$ cat src/rtl/instr_fetch_queue.sv
// Instruction fetch queue: streams sequential fetches into a small FIFO,
// with redirect flush, sticky halt and asynchronous reset.
module instr_fetch_queue #(
    parameter logic [31:0] PC_INIT = 32'h0000_0000,
    parameter int unsigned DEPTH   = 4
) (
    input  logic                       CLK,
    input  logic                       RST,
    output logic                       imemREN,
    output logic [31:0]                imemaddr,
    input  logic [31:0]                imemload,
    input  logic                       ihit,
    input  logic                       redirect,
    input  logic [31:0]                redirect_pc,
    input  logic                       halt,
    input  logic                       deq,
    output logic                       valid,
    output logic [31:0]                instr,
    output logic [31:0]                instr_pc,
    output logic [$clog2(DEPTH+1)-1:0] count
);

    localparam int unsigned   PW   = $clog2(DEPTH);
    localparam int unsigned   CW   = $clog2(DEPTH+1);
    localparam logic [CW-1:0] FULL = CW'(DEPTH);

    logic [31:0]   fetch_pc;
    logic [PW-1:0] head;
    logic [PW-1:0] tail;
    logic          halted;
    logic          enq;
    logic          do_deq;

    logic [31:0]   mem_instr [DEPTH];
    logic [31:0]   mem_pc    [DEPTH];

    always_comb begin
        imemaddr = fetch_pc;
        imemREN  = (count != FULL) && !halted;
        valid    = (count != '0);
        instr    = mem_instr[head];
        instr_pc = mem_pc[head];
        enq      = imemREN && ihit && !redirect;
        do_deq   = deq && valid && !redirect;
    end

    // Pointers wrap naturally since DEPTH is a power of two.
    always_ff @(posedge CLK or posedge RST) begin
        if (RST) begin
            fetch_pc <= PC_INIT;
            count    <= '0;
            head     <= '0;
            tail     <= '0;
            halted   <= 1'b0;
        end else begin
            if (halt)
                halted <= 1'b1;
            if (redirect) begin
                count    <= '0;
                head     <= '0;
                tail     <= '0;
                fetch_pc <= {redirect_pc[31:2], 2'b00};
            end else begin
                if (enq) begin
                    tail     <= tail + PW'(1);
                    fetch_pc <= fetch_pc + 32'd4;
                end
                if (do_deq)
                    head <= head + PW'(1);
                if (enq && !do_deq)
                    count <= count + CW'(1);
                else if (!enq && do_deq)
                    count <= count - CW'(1);
            end
        end
    end

    // Entry storage is deliberately not reset; it is only observed while valid.
    always_ff @(posedge CLK) begin
        if (enq) begin
            mem_instr[tail] <= imemload;
            mem_pc[tail]    <= fetch_pc;
        end
    end

endmodule

$ cat config.mk
export PLATFORM = sky130hd
export DESIGN_NAME = instr_fetch_queue
export DESIGN_NICKNAME = d
export VERILOG_FILES = /design/src/rtl/instr_fetch_queue.sv
export SDC_FILE = /design/constraint.sdc
export NUM_CORES = 1
export LEC_CHECK = 0
export ABC_AREA = 1
export ABC_CLOCK_PERIOD_IN_PS = 4400
export CAP_MARGIN = 20
export CORE_ASPECT_RATIO = 0.6
export CORE_MARGIN = 5
export CORE_UTILIZATION = 40
export DETAILED_ROUTE_END_ITERATION = 10
export MAX_ROUTING_LAYER = met4
export REMOVE_ABC_BUFFERS = 1
export SYNTH_ARGS = -nofsm -noshare
export SYNTH_HDL_FRONTEND = slang
export SYNTH_SLANG_ARGS = --single-unit
$ cat constraint.sdc
create_clock -name CLK -period 4.4 [get_ports CLK]
set_input_delay 0.66 -clock CLK [delete_from_list [all_inputs] [get_ports CLK]]
set_output_delay 0.66 -clock CLK [all_outputs]
set_load 0.02 [all_outputs]
=== After elaboration in Yosys (flattened, before gate mapping) ===
Memories as Yosys holds them, arrays and structs flattened.
Index checks and enable logic that the tools add are counted.

* Bits in registers: 40
* Latch bits: 0
* Bits in writable memories: 256
* Bits of input ports: 70
* Memories kept: 2
* Bits in read-only memories: 0
* Output and inout port bits: 101
* Logic and storage cells: 39

{| class="wikitable"
|+ Memories
! memory !! depth !! width !! rd ports !! clocked after memory_dff !! write ports !! RTL line !! source
|-
| mem_instr || 4 || 32 || 1 || 0 || 1 || 34 || <nowiki>logic [31:0] mem_instr [DEPTH];</nowiki>
|-
| mem_pc || 4 || 32 || 1 || 0 || 1 || 35 || <nowiki>logic [31:0] mem_pc [DEPTH];</nowiki>
|}

* Reductions and logical operators: 15
* Shift-type cells: 0
* Bitwise operators: 0
* Order comparisons: 0
* $add $sub $neg: 5
* Multipliers: 0
* Eq/ne operators: 1
* Multiplexer cells: 11
* Div/mod/pow operators: 0

{| class="wikitable"
|+ Operators with widths
! kind !! count
|-
| 32-bit 2-to-1 mux || 2
|-
| 32-bit by 3-bit adder with 32-bit output (second input constant) || 1
|-
| 3-bit 2-to-1 mux || 3
|-
| 2-bit 2-to-1 mux || 4
|-
| 1-bit logical AND || 7
|-
| 3-bit nonzero test || 2
|-
| 2-bit by 1-bit adder with 2-bit output (second input constant) || 2
|-
| 1-bit logical NOT || 4
|-
| 2-bit nonzero test || 2
|-
| 3-bit by 1-bit adder with 3-bit output (second input constant) || 1
|-
| 3-bit != test (second input constant) || 1
|-
| 3-bit by 1-bit subtractor with 3-bit output (second input constant) || 1
|-
| 1-bit 2-to-1 mux || 2
|}

=== Depth between registers and ports, before layout ===
* Word-level depth: 9
* Depth in mapped cells: 12
* Gate-level depth less buffers: 12

=== Least setup slack after synthesis ===
Ideal clock, no wire load.

* Kind: input port to flip-flop
* Start point: input redirect
* End point: memory mem_instr[0][0], enable pin
* Stages on the path: 5
* Data arrival time: 3.725 ns
* Buffers on the path: 2
* Required time: 3.917 ns
* Setup time: 0.483 ns
* Path slack: 0.192 ns
* Cell sequence: buf_2 -> inv_1 -> nand2_2 -> buf_6 -> nor2_1

* Longest elaborated chain between the ends: 4

{| class="wikitable"
|+ Ends and longest elaborated chain
! what !! RTL line !! source
|-
| start, declared || 13 || <nowiki>input logic redirect,</nowiki>
|-
| 1-bit logical NOT || 43 || <nowiki>enq = imemREN && ihit && !redirect;</nowiki>
|-
| 1-bit logical AND || 43 ||
|-
| 1-bit 2-to-1 mux || 80 || <nowiki>if (enq) begin</nowiki>
|-
| 1-bit 2-to-1 mux (implied by the code) || 81 || <nowiki>mem_instr[tail] <= imemload;</nowiki>
|-
| end, declared || 34 ||
|}

No other way between the ends.

=== Worst setup path after layout ===
* Start point: register head[0]
* End point: output instr[9]

* Longest elaborated chain between the ends: 1

{| class="wikitable"
|+ Ends and longest elaborated chain
! what !! RTL line !! source
|-
| start, declared || 28 || <nowiki>logic [PW-1:0] head;</nowiki>
|-
| start signal, assigned || 69 || <nowiki>head <= head + PW'(1);</nowiki>
|-
| memory 4 x 32 bit || -- ||
|-
| end, declared || 18 || <nowiki>output logic [31:0] instr,</nowiki>
|}

No other way between the ends.

==> metrics.md <==
| Metric | Value |
|---|---|
| Pre-CTS WS | around 1300 ps |
| Cell variety after synth | 34 |
| Cts bufs inserted | 28 |
| Minimum clock period | 3680 ps |
| Pwr dens | about 500 mW/mm^2 |
| Syn Area/Cell | between 10 and 15 sq um |
| Reg2reg path depth | 7 |
| RR Startpoint | count[0]$_DFFE_PP0P_ |
| GRT overflow | 0 |
| CP Capture Type | primary output |
| Wirelength per Cell | between 15 and 20 microns |
| RSZ-0062 raised after global routing | false |
| Drt drc | 0 |
| Final Hold Viols | 0 |
| Post-synthesis mux area share | 0 |
| Xor/xnor share of the synthesized area | 0.00812 |
| Critical Path RT | between 3000 and 4000 ps |
| Vias in the first global route | 7858 |
| Setup bufs post-CTS | 0 |
| Antenna-violating nets left | 0 |
| Final setup margin | ~720 ps |
| Ports | 171 |
| Setup TNS | 0 ps |
| First DRT Iteration DRCs | 641 |
| Pleak | 5.28 nW |
| Initial core utilization | 0.409 |
| Post-route design area | 0.0150 sq mm |
| H-tree depth | 1 |
| Row count | 48 |
| Worst Skew | 17.1 ps |
| Gate Count Post-Synth | 1024 |
| Hold buffers post-CTS | 0 |
| Layout cells sized above 1 | 0.0737 |
| DR vias/cell | 5.13 |
| Area Overhead vs Synth | 26.2% |
| Largest net degree at the start of global routing | between 60 and 70 |
| Core Area | 0.0290 sq mm |
| Maxcap violations | 0 |
| Horiz. Die Dim | 232 microns |
| Total wire length | roughly 31000 microns |
| FF-to-FF End | mem_instr[3][22]$_DFFE_PP_ |
| Crit Path Max Fanout | 48 |
| GPL Wtd Cong | between 0.8 and 0.9 |
| Antenna violations before repair | 2 |
| DP Area | 0.0140 sq mm |
| Clk sinks | around 290 |
| R2r setup slk | 1990 ps |
| CTS clk-pin slew, worst paths | ~70 ps |
| Synth warn | 0 |
| Peak VDD IR | 0.000260 V |
| Post-cts resize count | 0 |
| Post-synthesis sequential area ratio | 0.708 |
| Tot GR Track Use | 0.188 |
| Final nets | 1261 |
| Vias | 8261 |
| DP Cell Count | 1554 |
| Startpoint types | register |
| Crit Path Category | register to primary output |
| HPWL Detailed | between 15000 and 20000 microns |
| Final period util | 0.835 |
| Adder-cell share of the synthesized area | 0.00696 |
| Synth Area in Compound Gates | 0.0993 |
| Die height | 143 microns |
| Root buf cell | clkbuf_16 |
| Number of port buffers | around 160 |
| Peak Freq | 272 MHz |
| Synthesized flop and latch total | 286 |
| Slew at the pin closest to its max-slew limit | 862 ps |
| Max Transition Viols Final | 0 |
| Endpoints failing setup | 0 |
| Largest family of logic cells by synthesized area | simple AND/OR/NAND/NOR gates |
| Simple-gate share of the synthesized area | 0.141 |
| Syn Std Cell Area | 0.0119 sq mm |
| First-pass GRT wire length | roughly 47000 microns |
| Pre-Repair DR Iteration Count | 5 |
| TritonCTS clock tree | done |
| Fin cells | 1609 |
| Status | finished, final reports clean |
| Hold crit path type | primary input to async pin |
| WP data arrival | 3020 ps |
| CTS max path bufs | 3 |
| Clock latency on the worst-skew pair | about 560 ps |
| Slew HR | 0.425 |
| Die Footprint | 0.0333 sq mm |
| Final Core Density | 0.516 |
==> report_power, final <==
group	internal (W)	leakage, nW	switching, W
registers	0.00301	2.69	0.000136
clock network	0.00149	0.468	0.00103
logic	0.000676	2.12	0.000964
==> cells in the final DEF, fill, tap and decap left out, types with 3 or more instances in the layout <==
cell / Yosys / routed
a21oi_1: 3 / 3
a31oi_1: 4 / 4
buf_12: 0 / 4
buf_4: 4 / 13
bufinv_16: 0 / 5
clkbuf_1: 33 / 4
clkbuf_16: 0 / 29
clkdlybuf4s50_1: 0 / 164
clkinv_1: 2 / 7
clkinv_2: 0 / 5
conb_1: 1 / 4
dfrtp_1: 38 / 36
edfxtp_1: 248 / 248
ha_1: 5 / 5
inv_1: 42 / 42
inv_2: 4 / 5
nand2_1: 157 / 157
nand2_2: 3 / 3
nand2_4: 3 / 3
nand3_1: 38 / 38
nand3b_1: 3 / 3
nand4_1: 5 / 5
nor2_1: 180 / 176
nor2_2: 5 / 5
nor2_4: 3 / 7
o211ai_1: 5 / 5
o21ai_0: 138 / 138
o21ai_1: 3 / 3
o22ai_1: 62 / 62
xor2_1: 9 / 9
==> state kept, by name, summed over array words and instances (netlist names) <==
signal	count
halted	1
imemaddr	30
mem_instr	128
tail	2
count	3
mem_pc	120
head	2
==> logic make-up after synthesis <==
group                    after synthesis
other                                  1
adder cells (fa/ha/maj)                6
AO/OA/AOI/OAI                        216
buffers and inverters                102
XOR/XNOR                              11
flip-flops                           286
AND/OR/NAND/NOR                      402
==> how the worst max path moves through the flow <==
stage | to | cells after the start | startpoint | slack (ps)
6_report | instr[9] | 4 | head[0]$_DFFE_PP0P_ | 720
5_1_grt | instr_pc[5] | 5 | head[0]$_DFFE_PP0P_ | 560
4_1_cts | instr[9] | 5 | head[0]$_DFFE_PP0P_ | 650
3_5_place_dp | instr[9] | 5 | head[0]$_DFFE_PP0P_ | 1270
3_3_place_gp | instr[9] | 5 | head[0]$_DFFE_PP0P_ | 1260
2_1_floorplan | instr[0] | 3 | head[0]$_DFFE_PP0P_ | -1330
==> cell usage after synthesis <==
library cell / n / area, sq um
o211ai_1: 5 / 37.5
inv_2: 4 / 15.0
nand2_2: 3 / 18.8
a21oi_1: 3 / 15.0
buf_2: 15 / 75.1
nand3b_1: 3 / 22.5
nand3_2: 2 / 20.0
nor2_8: 1 / 20.0
o21bai_1: 1 / 7.51
inv_1: 42 / 158
or2_2: 1 / 6.26
o22ai_1: 62 / 388
clkbuf_1: 33 / 124
nand3_1: 38 / 190
ha_1: 5 / 62.6
xnor2_1: 2 / 17.5
nand2_1: 157 / 589
conb_1: 1 / 3.75
buf_4: 4 / 30.0
nor2_2: 5 / 31.3
nand2_4: 3 / 33.8
clkinv_1: 2 / 7.51
fa_1: 1 / 20.0
o21ai_0: 138 / 691
edfxtp_1: 248 / 7450
nor3_1: 1 / 5.00
xor2_1: 9 / 78.8
nor2_1: 180 / 676
nand4_1: 5 / 31.3
buf_6: 2 / 22.5
dfrtp_1: 38 / 951
a31oi_1: 4 / 25.0
o21ai_1: 3 / 15.0
nor2_4: 3 / 33.8
==> metal layers <==
metal,share of wire,track usage
met5,0,-
met4,0.017,0.0354
met3,0.059,0.0336
met2,0.43,0.271
met1,0.49,0.282
==> through the flow <==
| step | hold WS (ps) | power [W] |
|---|---|---|
| after global routing | 304 | 0.00763 |
| after floorplan | 440 | 0.00401 |
| after global placement | 458 | 0.00484 |
| after CTS | 479 | 0.00738 |
| after detailed placement | 463 | 0.00485 |
| final | 308 | 0.00731 |
==> worst max-delay path: stages, from the launching register on <==
cell             delay, ps
dfrtp_4                750
buf_4                  530
o21ai_0                170
o22ai_1                310
clkdlybuf4s50_1        680
==> final cells by class <==
cell class,count,area (sq um)
antenna,2,5.00
clock buffer,33,741
clock inverter,19,218
fill,2551,14000
inverter,48,183
multi-input combinational,639,3080
sequential,286,8400
tap,400,500
timing repair buffer,182,1850
Power figures use the tool's default switching activity.
